**src/rtl/tdc_pkg.sv**
```systemverilog
// rtl/tdc_pkg.sv - shared TDC widths, tap-count type and clog2 helper
package tdc_pkg;

    localparam int Q_W     = 8;
    localparam int ENC_LAT = 4;

    typedef logic [Q_W-1:0] q_t;

    function automatic int clog2(input int value);
        int r;
        r = 0;
        for (int i = 0; i < 31; i++) begin
            if ((1 << i) < value) begin
                r = i + 1;
            end
        end
        return r;
    endfunction

endpackage

```
**src/rtl/tdl_popcount_pipe.sv**
```systemverilog
// rtl/tdl_popcount_pipe.sv - two-stage grouped popcount of the bubble-free thermometer code
module tdl_popcount_pipe
    import tdc_pkg::*;
#(
    parameter int TDL_LEN = 90,
    parameter int GRP     = 10
) (
    input  logic               clk,
    input  logic               rstn,
    input  logic [TDL_LEN-1:0] bits_i,
    input  logic               valid_i,
    output q_t                 q_o,
    output logic               sat_o,
    output logic               zero_o
);

    localparam int NGRP = TDL_LEN / GRP;
    localparam int GW   = clog2(GRP + 1);

    logic [GW-1:0] grp_d [NGRP];
    logic [GW-1:0] grp_q [NGRP];
    q_t            sum;
    q_t            q_d, q_q;
    logic          sat_d, sat_q;
    logic          zero_d, zero_q;

    always_comb begin
        for (int k = 0; k < NGRP; k++) begin
            grp_d[k] = '0;
            for (int j = 0; j < GRP; j++) begin
                grp_d[k] = grp_d[k] + GW'(bits_i[k*GRP+j]);
            end
        end
    end

    // valid_i is aligned with grp_q, so the total is only latched for real samples
    always_comb begin
        sum = '0;
        for (int k = 0; k < NGRP; k++) begin
            sum = sum + Q_W'(grp_q[k]);
        end
        q_d    = valid_i ? sum : q_q;
        sat_d  = valid_i && (sum == Q_W'(TDL_LEN));
        zero_d = valid_i && (sum == '0);
    end

    always_ff @(posedge clk or posedge rstn) begin
        if (rstn) begin
            for (int k = 0; k < NGRP; k++) begin
                grp_q[k] <= '0;
            end
            q_q    <= '0;
            sat_q  <= 1'b0;
            zero_q <= 1'b0;
        end else begin
            for (int k = 0; k < NGRP; k++) begin
                grp_q[k] <= grp_d[k];
            end
            q_q    <= q_d;
            sat_q  <= sat_d;
            zero_q <= zero_d;
        end
    end

    assign q_o    = q_q;
    assign sat_o  = sat_q;
    assign zero_o = zero_q;

endmodule

```
**src/rtl/tdl_therm_encoder.sv**
```systemverilog
// rtl/tdl_therm_encoder.sv - TDL thermometer-to-count encoder; TDC_MEAN_EN adds windowed mean
module tdl_therm_encoder
    import tdc_pkg::*;
#(
    parameter int TDL_LEN  = 90,
    parameter int GRP      = 10,
    parameter int AVG_LOG2 = 4
) (
    input  logic               clk,
    input  logic               rstn,
    input  logic [TDL_LEN-1:0] co_i,
    input  logic               sample_en_i,
    output q_t                 q_o,
    output logic               q_valid_o,
    output logic               sat_o,
    output logic               zero_o,
    output q_t                 mean_o,
    output logic               mean_valid_o
);

    logic [TDL_LEN-1:0] cap0_d, cap0_q;
    logic [TDL_LEN-1:0] cap1_d, cap1_q;
    logic [TDL_LEN-1:0] bub_d, bub_q;
    logic [ENC_LAT:0]   vld_d, vld_q;
    logic [TDL_LEN+1:0] ext;

    // ext pads the chain with a 1 below tap 0 and a 0 above the last tap
    always_comb begin
        cap0_d = co_i;
        cap1_d = cap0_q;
        vld_d  = {vld_q[ENC_LAT-1:0], sample_en_i};
        ext    = {1'b0, cap1_q, 1'b1};
        bub_d  = '0;
        for (int i = 0; i < TDL_LEN; i++) begin
            bub_d[i] = (ext[i] & ext[i+1]) | (ext[i] & ext[i+2]) | (ext[i+1] & ext[i+2]);
        end
    end

    always_ff @(posedge clk or posedge rstn) begin
        if (rstn) begin
            cap0_q <= '0;
            cap1_q <= '0;
            bub_q  <= '0;
            vld_q  <= '0;
        end else begin
            cap0_q <= cap0_d;
            cap1_q <= cap1_d;
            bub_q  <= bub_d;
            vld_q  <= vld_d;
        end
    end

    tdl_popcount_pipe #(
        .TDL_LEN (TDL_LEN),
        .GRP     (GRP)
    ) u_popcount (
        .clk     (clk),
        .rstn    (rstn),
        .bits_i  (bub_q),
        .valid_i (vld_q[ENC_LAT-1]),
        .q_o     (q_o),
        .sat_o   (sat_o),
        .zero_o  (zero_o)
    );

    assign q_valid_o = vld_q[ENC_LAT];

`ifdef TDC_MEAN_EN
    localparam int ACC_W = Q_W + AVG_LOG2;

    logic [ACC_W-1:0]    acc_d, acc_q;
    logic [AVG_LOG2-1:0] cnt_d, cnt_q;
    q_t                  mean_d, mean_q;
    logic                mean_valid_d, mean_valid_q;

    always_comb begin
        acc_d        = acc_q;
        cnt_d        = cnt_q;
        mean_d       = mean_q;
        mean_valid_d = 1'b0;
        if (q_valid_o) begin
            cnt_d = cnt_q + AVG_LOG2'(1);
            if (&cnt_q) begin
                mean_d       = q_t'((acc_q + ACC_W'(q_o)) >> AVG_LOG2);
                mean_valid_d = 1'b1;
                acc_d        = '0;
            end else begin
                acc_d = acc_q + ACC_W'(q_o);
            end
        end
    end

    always_ff @(posedge clk or posedge rstn) begin
        if (rstn) begin
            acc_q        <= '0;
            cnt_q        <= '0;
            mean_q       <= '0;
            mean_valid_q <= 1'b0;
        end else begin
            acc_q        <= acc_d;
            cnt_q        <= cnt_d;
            mean_q       <= mean_d;
            mean_valid_q <= mean_valid_d;
        end
    end

    assign mean_o       = mean_q;
    assign mean_valid_o = mean_valid_q;
`else
    logic unused_cfg;
    assign unused_cfg   = |AVG_LOG2;
    assign mean_o       = '0;
    assign mean_valid_o = 1'b0;
`endif

endmodule

```
**config.mk**
```make
export PLATFORM = sky130hd
export DESIGN_NAME = tdl_therm_encoder
export DESIGN_NICKNAME = d
export VERILOG_FILES = /design/src/rtl/tdc_pkg.sv /design/src/rtl/tdl_popcount_pipe.sv /design/src/rtl/tdl_therm_encoder.sv
export SDC_FILE = /design/constraint.sdc
export NUM_CORES = 1
export LEC_CHECK = 0
export BUFFER_PORTS_ARGS = -buffer_cell sky130_fd_sc_hd__buf_2
export CELL_PAD_IN_SITES_DETAIL_PLACEMENT = 1
export CELL_PAD_IN_SITES_GLOBAL_PLACEMENT = 1
export CORE_MARGIN = 2
export CORE_UTILIZATION = 43
export DETAILED_ROUTE_END_ITERATION = 10
export PLACE_DENSITY = 0.8
export SKIP_LAST_GASP = 1
export SLEW_MARGIN = 25
export SYNTH_ARGS = -nofsm -noshare
export SYNTH_HDL_FRONTEND = slang
export SYNTH_HIERARCHICAL = 1
export SYNTH_SLANG_ARGS = --single-unit
```
**constraint.sdc**
```tcl
create_clock -name clk -period 11.6 [get_ports clk]
set_input_delay 3.48 -clock clk [delete_from_list [all_inputs] [get_ports clk]]
set_output_delay 3.48 -clock clk [all_outputs]
set_load 0.05 [all_outputs]
```
* Yosys cells after proc, flatten, opt, wreduce, memory -nomap -nowiden
Index checks and enable logic that the tools add are counted.
** Cells by class
- Reduce and logical (&&, ||, !) cells :: 3
- Equal/unequal tests :: 1
- Bitwise operators :: 355
- Add/sub/neg operators :: 89
** Operators by type and width (count)
- adder 4 x 1 -> 4 bit :: 72
- OR 1 bit :: 178
- AND 1 bit :: 177
- adder 8 x 4 -> 8 bit :: 7
- adder 1 x 1 -> 2 bit :: 9
- == test 8 x 7 -> 1 bit, second input constant :: 1
- logical NOT 8 bit :: 1
- adder 4 x 4 -> 5 bit :: 1
- logical AND 1 bit :: 2
** Word-level totals
- Bits of input ports :: 93
- Word-level logic and storage cells :: 464
- Register bits after elaboration :: 321
- Output and inout bits :: 20

* Longest topological paths before layout
Gate-level depths: netlist of the first run.
- Word-level depth :: 10
- Gate-level depth with buffers :: 14
- Depth with buffers taken out :: 14

* Hierarchy
The synthesis of the first run kept the hierarchy.
** By module, submodules not included
- tdl_therm_encoder :: area each 7853.8 µm², times used 1, cells each 376, sequential area each 6881.6 µm²
- tdl_popcount_pipe :: area each 4108.9 µm², times used 1, cells each 360, sequential area each 1151.1 µm²

* Worst setup path before layout of the first run
Ideal clock, no wire load.
- Path type :: register to output
- Start point :: reg u_popcount.q_q[7], in the netlist u_popcount/q_o[7]
- End point :: out q_o[7]
- Arrival :: 0.600 ns
- Buffers on the path :: 0
- Stages on the path, launching flop included :: 1
- Path slack :: 7.520 ns
- Required time :: 8.120 ns
- Cells stage by stage :: dfrtp_1
** RTL lines
- start: declaration :: line tdl_popcount_pipe.sv:23 : q_t q_d, q_q;
- start signal: assignment :: line tdl_popcount_pipe.sv:59 : q_q <= q_d;
- end: declaration :: line tdl_therm_encoder.sv:13 : output q_t q_o,
No word-level cell between the ends.

* Worst setup path in the final report of the first run
- Start point :: reg u_popcount.q_q[1], in the netlist u_popcount/q_o[1]
- End point :: out q_o[1]
No word-level cell between the ends.

==> results of run 1 <==
## cell usage after synthesis
cell type  number  area share [%]
a211oi_2        1            0.10
a21o_1          4            0.25
a21oi_1         9            0.38
a21oi_4         1            0.14
and2_1          1           0.052
and3_1          1           0.052
and3b_1         1           0.073
buf_4           9            0.56
buf_6           1           0.094
conb_1          1           0.031
dfrtp_1       321              67
fa_1           80              13
ha_1           30             3.1
inv_1         152             4.8
maj3_1         85             7.1
maj3_2          3            0.28
mux2_2          7            0.66
mux2i_1         1           0.084
nand2_1         1           0.031
nor2_1          2           0.063
nor2b_1         6            0.31
nor3_1          2           0.084
o21ba_2         1           0.084
o22ai_1         1           0.052
or2_2           1           0.052
or3_1           1           0.052
or3b_1          1           0.073
xnor2_1         8            0.59
xor2_1          4            0.29
## metal layers
layer  part of all wire [%]  GRT usage, %
met5                      0             0
met4                    2.2          4.16
met3                    3.7          2.54
met2                     55          26.1
met1                     39          16.8
## flip-flops by register name, summed over array words and instances, names as in the netlist
| name | cells |
|---|---|
| bub_q | 90 |
| cap0_q | 90 |
| cap1_q | 90 |
| u_popcount/grp_q | 36 |
| u_popcount/q_o | 8 |
| u_popcount/sat_o | 1 |
| u_popcount/zero_o | 1 |
| vld_q | 5 |
## layout make-up
type                    count  area [sq um]
clock inverters             7          46.3
clock buffers              54          1120
flip-flops and latches    321          8030
well taps                 378           473
inverters                 152           579
multi-input cells         261          3310
repair buffers            105           534
fillers                  2654         13500
## how the worst min path moves through the flow
stage	startpoint	end	slack [ps]	cells past startpoint
4_1_cts	cap0_q[76]	cap1_q[76]	350	0
2_1_floorplan	cap0_q[0]	cap1_q[0]	330	0
3_5_place_dp	cap0_q[87]	cap1_q[87]	340	0
6_report	cap0_q[76]	cap1_q[76]	340	0
5_1_grt	cap0_q[33]	cap1_q[33]	350	0
3_3_place_gp	cap0_q[0]	cap1_q[0]	330	0
## cell families (layout without fill, tap and decap cells)
kind of cell,count (synthesis),in the layout,synth area share [%]
buffers and inverters,162,318,5.43
adders and majority gates,198,198,23.9
DFF,321,321,67.1
xor gates and xnor gates,12,12,0.879
other,1,9,0.0313
AOI/OAI and AO/OA,17,17,1.00
muxes,8,8,0.743
and+or+nand+nor,17,17,0.847
## metrics by stage
step	cell area, sq um	cells	utilization [%]	worst slack, ps
after CTS	14100	1278	51.1	6680
after global placement	12900	1217	46.9	6280
final	14100	1278	51.2	7010
after detailed placement	12900	1217	46.9	6190
after floorplan	12000	744	-	540
after global routing	14100	1278	51.2	6860
==> impl_metrics.py, run 1 <==
metrics = {
    "clock_network": {
        "hold_buffers": 0,
        "htreeDepth": 2,
        "clk_pin_slew_worst_paths_ps": 60,
        "cts-buffers-inserted": 35,
        "cts_buffer_depth": 3,
        "cts_tree": "done",
        "post_cts_buffers": 0,
        "cts_resized": 0,
        "clock_sinks": 321,
        "clk_latency_ps": 500,
        "cts_root_buf": "clkbuf_16",
    },
    "die": {
        "fp.dieH_um": 171,
        "die_x_um": 171,
        "io_pins": 113,
        "row_count": 61,
        "die-area_sq_mm": 0.0292,
        "core_area_sq_mm": 0.0276,
        "initial_core_util_pct": 43.4,
    },
    "job": {
        "drv_cap": 0,
    },
    "final_layout": {
        "nNetsFinal": 1079,
        "antenna_cells": 0,
        "final_cell_mix": "dfrtp_1, inv_1, buf_2",
        "layout-drive-gt1-share_pct": 19.8,
        "final_common_cell": "dfrtp_1",
        "area_delta_synth_final_pct": 17.8,
    },
    "timing": {
        "drv_slew": 0,
        "period_minus_slack_ps": 4590,
        "setup_viol": 0,
        "period_share_pct": 39.5,
        "fin_tns_setup_ps": 0,
        "hold_viol": 0,
        "fmax_mhz": 218,
        "holdWs_ps": 345,
        "worst_pin_slew_ps": 829,
        "slew_headroom_pct": 44.8,
        "rsz0062_at_grt": "false",
        "final.setup_skew_ps": 9.70,
    },
    "worst_setup_path": {
        "crit_arrival_ps": 1110,
        "rrSetupSlack_ps": 7440,
        "worst-path-max-fanout": 2,
        "max_stage_delay_ps": 350,
        "worstSetupPathType": "flop to output port",
        "crit_end": "q_o[1]",
        "endpoint_kind": "output port",
        "crit_family": "flip-flops",
        "critPathRequiredTime_ps": 8120,
        "critical_path.startpoint_type": "flop",
        "crit_start": "u_popcount/q_o[1]",
        "cp_num_cells": 1,
        "crit_path_cell_trace": "buf_2",
        "reg2reg_to": "u_popcount/q_o[6]",
        "critical-path-slowest-cell": "dfrtp_1",
        "reg2reg_from": "u_popcount/grp_q[2]",
        "path_buf_inv": 1,
        "reg2reg_depth": 14,
    },
    "route": {
        "wl_per_cell_um": 14.6,
        "drt_wl_total_um": 18700,
        "drc": 0,
        "first_iter_violations": 161,
        "final_antenna_net_count": 0,
        "viasPerCell": 4.32,
        "vias": 5519,
        "first_pass_iters": 2,
    },
    "global_routing": {
        "grt_usage_pct": 14.1,
        "grt_max_degree": 124,
        "grt_remaining_overflow": 0,
        "grt_pass1_wl_um": 32200,
        "grt_pass1_vias": 6577,
        "antenna_found_initial": 0,
    },
    "hold_path": {
        "min_path_type": "flop to flop",
    },
    "yosys": {
        "synth_cells": 736,
        "synth_cell_type_count": 29,
        "ys_seq_elements": 321,
        "yosysWarnings": 6,
        "yosysSeqAreaShare_pct": 67.1,
        "avgSynthCellArea_sq_um": 16.3,
        "syn_area_sq_mm": 0.0120,
    },
    "placed_design": {
        "dp_hpwl_um": 13300,
        "port_buffers": 103,
        "place_congestion": 0.706,
    },
    "run_status": {
        "status": "completed",
    },
}
Power of run 1 is not shown: default switching activity piles up to over one toggle a cycle in this logic, so the estimate is an artifact.
==> run 2, diff against run 1 <==
==> constraint.sdc (replaced) <==
create_clock -name clk -period 4 [get_ports clk]
set_input_delay 1.2 -clock clk [delete_from_list [all_inputs] [get_ports clk]]
set_output_delay 1.2 -clock clk [all_outputs]
set_load 0.05 [all_outputs]
==> run 2 against run 1 <==
Net effect:
- cell count rose by 0.23%
- largest cell class unchanged
- register-to-register slack got worse by 7400 ps
- clock-buffer cell count fell by 16
- highest routed layer unchanged
- critical path type is now flop to flop
- first-iteration DRC count fell by 33%
- via count fell by 0.22%
==> impl_metrics.py, run 2 (synthesized netlist as in run 1, its figures left out) <==
metrics = {
    "worst_setup_path": {
        "critical_path.startpoint_type": "flop",
        "crit_arrival_ps": 4390,
        "worstSetupPathType": "flop to flop",
        "reg2reg_depth": 14,
        "reg2reg_from": "u_popcount/grp_q[2]",
        "max_stage_delay_ps": 560,
        "cp_common_cell": "fa_1",
        "worst-path-max-fanout": 3,
        "critical-path-slowest-cell": "fa_1",
        "crit_path_cell_trace": "inv_2, fa_1, inv_1, fa_1, fa_1, inv_2, fa_1, inv_2, ha_4, fa_2, a21o_1, a21oi_2, xnor2_2, mux2_4",
        "rrSetupSlack_ps": 30,
        "reg2reg_to": "u_popcount/q_o[6]",
        "endpoint_kind": "flop",
        "critPathRequiredTime_ps": 4420,
    },
    "route": {
        "first_pass_iters": 2,
        "final_antenna_net_count": 0,
        "drt_wl_total_um": 19200,
        "first_iter_violations": 108,
        "drc": 0,
        "vias": 5507,
        "viasPerCell": 4.30,
        "wl_per_cell_um": 15.0,
    },
    "final_layout": {
        "area_delta_synth_final_pct": 18.6,
        "layout-drive-gt1-share_pct": 21.4,
        "final_cells": 1281,
        "final_common_cell": "dfrtp_1",
        "nNetsFinal": 1082,
        "final_cell_mix": "dfrtp_1, inv_1, buf_2",
        "n_fill_cell": 2643,
        "antenna_cells": 0,
        "largest_registers": "bub_q x90, cap0_q x90, cap1_q x90",
        "fin_util_pct": 51.5,
    },
    "die": {
        "io_pins": 113,
        "core_area_sq_mm": 0.0276,
        "fp.dieH_um": 171,
        "row_count": 61,
        "die_x_um": 171,
        "die-area_sq_mm": 0.0292,
        "initial_core_util_pct": 43.4,
    },
    "hold_path": {
        "hold_start": "cap0_q[49]",
        "holdPathEnd": "cap1_q[49]",
        "min_path_type": "flop to flop",
        "min_path_cells": 0,
    },
    "global_routing": {
        "grt_usage_pct": 14.2,
        "use_met3_pct": 2.54,
        "use_met1_pct": 16.2,
        "grt_max_degree": 103,
        "use_met2_pct": 27.3,
        "antenna_found_initial": 0,
        "grt_remaining_overflow": 0,
        "grt_pass1_wl_um": 32500,
        "grt_pass1_vias": 6599,
        "grt.busiest_layer": "met2",
    },
    "timing": {
        "setup_viol": 0,
        "holdWs_ps": 344,
        "slew_headroom_pct": 47.8,
        "fmax_mhz": 252,
        "final.setup_skew_ps": 14.4,
        "rsz0062_at_grt": "true",
        "worst_pin_slew_ps": 782,
        "hold_viol": 0,
        "period_minus_slack_ps": 3970,
        "period_share_pct": 99.2,
        "fin_tns_setup_ps": 0,
        "drv_slew": 0,
    },
    "placed_design": {
        "place_congestion": 0.733,
        "port_buffers": 103,
        "dp_hpwl_um": 13500,
        "place_inst": 1222,
    },
    "clock_network": {
        "cts_root_buf": "clkbuf_16",
        "clock_sinks": 321,
        "htreeDepth": 1,
        "clk_latency_ps": 550,
        "cts_tree": "done",
        "cts-buffers-inserted": 31,
        "clk_pin_slew_worst_paths_ps": 60,
        "cts_buffer_depth": 3,
    },
    "job": {
        "drv_cap": 0,
    },
    "run_status": {
        "status": "completed",
    },
}
run 2: how the worst max path moves through the flow:
stage,start,end,slack [ps]
2_1_floorplan,rstn,bub_q[0],-840
3_3_place_gp,u_popcount/grp_q[2],u_popcount/q_o[6],-60
3_5_place_dp,u_popcount/grp_q[2],u_popcount/q_o[6],-240
4_1_cts,u_popcount/grp_q[3],u_popcount/sat_o,4
5_1_grt,u_popcount/grp_q[2],u_popcount/q_o[6],-130
6_report,u_popcount/grp_q[2],u_popcount/q_o[6],30
run 2: cell type report:
type | instances | area [sq um] | area share [%]
multi-input cells | 261 | 3350 | 23.6
clock inverters | 19 | 272 | 1.91
inverters | 152 | 576 | 4.06
repair buffers | 112 | 633 | 4.46
clock buffers | 38 | 852 | 6.01
well taps | 378 | 473 | 3.33
flip-flops and latches | 321 | 8030 | 56.6
run 2: timing repair:
action,4_1_cts,5_1_grt
gates resized for setup,7,5
cloned,0,0
hold buffers,0,0
pin swaps,7,8
setup buffers,0,2
endpoints found under the setup margin,4,4
run 2: critical path, delay by kind of cell, from the launching register on:
family / cells / cell delay [ps]
flops: 1 / 360
compound gates: 2 / 360
buf+inv: 4 / 200
fa+ha+maj: 6 / 2570
mux: 1 / 270
xor+xnor: 1 / 100
run 2: layer usage:
metal | wire [um] | part of all wire (%)
met1 | 7190 | 38
met2 | 10900 | 57
met3 | 785 | 4.1
met4 | 326 | 1.7
met5 | 0 | 0
run 2: through the flow:
| stage | cell area (sq um) | setup WS, ps |
|---|---|---|
| after floorplan | 12000 | -837 |
| after global placement | 13000 | -56.1 |
| after detailed placement | 13000 | -237 |
| after CTS | 14200 | 4.11 |
| after global routing | 14200 | -128 |
| final | 14200 | 33.5 |
Power of run 2 is left out for the same reason.
==> run 3, diff against run 2 <==
--- a/config.mk
+++ b/config.mk
@@ -11,6 +11,7 @@
 export CORE_MARGIN = 2
 export CORE_UTILIZATION = 43
 export DETAILED_ROUTE_END_ITERATION = 10
+export MAX_ROUTING_LAYER = met4
 export PLACE_DENSITY = 0.8
 export SKIP_LAST_GASP = 1
 export SLEW_MARGIN = 25
==> run 3 against run 2 <==
Net effect:
- non-clock buffer count stayed put
- setup slack better by 2.0 ps
- worst hold slack hardly changed
- global-route usage is 0.42 points higher
- sequential share of layout area stayed put
- first-iteration DRC count is 14% higher
- critical path depth stayed put
- clock skew is 0.65 ps higher
- register-to-register slack hardly changed
- design area stayed put
- clock-buffer cell count stayed put
- highest routed layer unchanged
- cell count stayed put
==> impl_metrics.py, run 3 (synthesized netlist as in run 1, its figures left out) <==
metrics = {
    "run_status": {
        "status": "completed",
    },
    "timing": {
        "fmax_mhz": 252,
        "drv_slew": 0,
        "period_share_pct": 99.1,
        "fin_tns_setup_ps": 0,
        "worst_slack_ps": 35.5,
        "holdWs_ps": 344,
        "hold_viol": 0,
        "period_minus_slack_ps": 3960,
        "rsz0062_at_grt": "true",
        "setup_viol": 0,
        "slew_headroom_pct": 46.9,
        "final.setup_skew_ps": 15.1,
        "worst_pin_slew_ps": 795,
    },
    "clock_network": {
        "clk_latency_ps": 550,
        "cts_buffer_depth": 3,
        "cts-buffers-inserted": 31,
        "hold_buffers": 0,
        "htreeDepth": 1,
        "clk_pin_slew_worst_paths_ps": 60,
        "cts_root_buf": "clkbuf_16",
        "cts_tree": "done",
        "clock_sinks": 321,
    },
    "global_routing": {
        "antenna_found_initial": 0,
        "grt_remaining_overflow": 0,
        "grt_pass1_vias": 6599,
        "grt_usage_pct": 14.6,
        "grt_max_degree": 103,
        "grt_pass1_wl_um": 32500,
    },
    "worst_setup_path": {
        "reg2reg_to": "u_popcount/q_o[6]",
        "endpoint_kind": "flop",
        "rrSetupSlack_ps": 40,
        "crit_arrival_ps": 4380,
        "reg2reg_depth": 14,
        "worst-path-max-fanout": 3,
        "critical_path.startpoint_type": "flop",
        "reg2reg_from": "u_popcount/grp_q[2]",
        "critPathRequiredTime_ps": 4420,
        "worstSetupPathType": "flop to flop",
        "crit_start": "u_popcount/grp_q[2]",
    },
    "die": {
        "core_area_sq_mm": 0.0276,
        "row_count": 61,
        "io_pins": 113,
        "initial_core_util_pct": 43.4,
        "die-area_sq_mm": 0.0292,
        "fp.dieH_um": 171,
        "die_x_um": 171,
    },
    "final_layout": {
        "final_cell_mix": "dfrtp_1, inv_1, buf_2",
        "multi_input_area_sq_mm": 0.00335,
        "largest_registers": "bub_q x90, cap0_q x90, cap1_q x90",
        "final_common_cell": "dfrtp_1",
        "antenna_cells": 0,
        "n_fill_cell": 2643,
        "area_delta_synth_final_pct": 18.6,
        "layout-drive-gt1-share_pct": 21.4,
        "nNetsFinal": 1082,
        "final_cells": 1281,
        "final-seq-area_sq_mm": 0.00803,
    },
    "placed_design": {
        "dp_hpwl_um": 13500,
        "port_buffers": 103,
        "pre_cts_ws_ps": -237,
        "place_inst": 1222,
        "place_congestion": 0.745,
    },
    "route": {
        "wl_per_cell_um": 14.9,
        "drc": 0,
        "vias": 5513,
        "first_pass_iters": 3,
        "viasPerCell": 4.30,
        "final_antenna_net_count": 0,
        "first_iter_violations": 123,
        "drt_wl_total_um": 19100,
    },
    "hold_path": {
        "hold_start": "cap0_q[49]",
        "min_path_type": "flop to flop",
        "holdPathEnd": "cap1_q[49]",
        "min_path_cells": 0,
    },
    "job": {
        "drv_cap": 0,
    },
}
## run 3: cell counts in the layout (fill, tap and decap cells not counted)
Identical to the previous run, type by type.
## run 3: worst max-delay path, cell delays in order (launching register included)
cell and delay, ps:
dfrtp_1 360, inv_2 50, fa_1 540, inv_1 60, fa_1 460, fa_1 560
inv_2 40, fa_1 490, inv_2 50, ha_4 160, fa_2 360, a21o_1 180
a21oi_2 180, xnor2_2 100, mux2_4 270
## run 3: worst max-delay path by stage
stage                        endpoint  slack [ps]  depth (start not counted)
global placement    u_popcount/q_o[6]         -60                         14
finish              u_popcount/q_o[6]          40                         14
CTS                  u_popcount/sat_o           4                         13
global route        u_popcount/q_o[6]        -130                         14
detailed placement  u_popcount/q_o[6]        -240                         14
floorplan                    bub_q[0]        -840                          1
## run 3: timing repair
| action | in CTS | in global routing |
|---|---|---|
| buffers inserted | 0 | 2 |
| endpoints found under the setup margin | 4 | 4 |
| pin swaps | 7 | 8 |
| gates resized for setup | 7 | 5 |
## run 3: stage by stage
stage / utilization (%) / area (sq um)
2_1_floorplan: - / 12000
3_3_place_gp: 47.2 / 13000
3_5_place_dp: 47.2 / 13000
4_1_cts: 51.4 / 14200
5_1_grt: 51.5 / 14200
6_report: 51.5 / 14200
## run 3: layout make-up
class                   count  area share [%]
repair buffers            112            4.46
clock buffers              38            6.01
flip-flops and latches    321            56.6
well taps                 378            3.33
inverters                 152            4.06
clock inverters            19            1.91
multi-input cells         261            23.6
## run 3: routing by layer
metal,wire [um],share of wire [%],GRT usage (%),vias to the layer above
met4,323,1.7,3.72,0
met2,10900,57,27.3,95
met1,7190,38,16.2,2876
met5,0,0,-,-
met3,767,4.0,2.52,27
li1,-,-,-,2515
Power of run 3 is left out for the same reason.
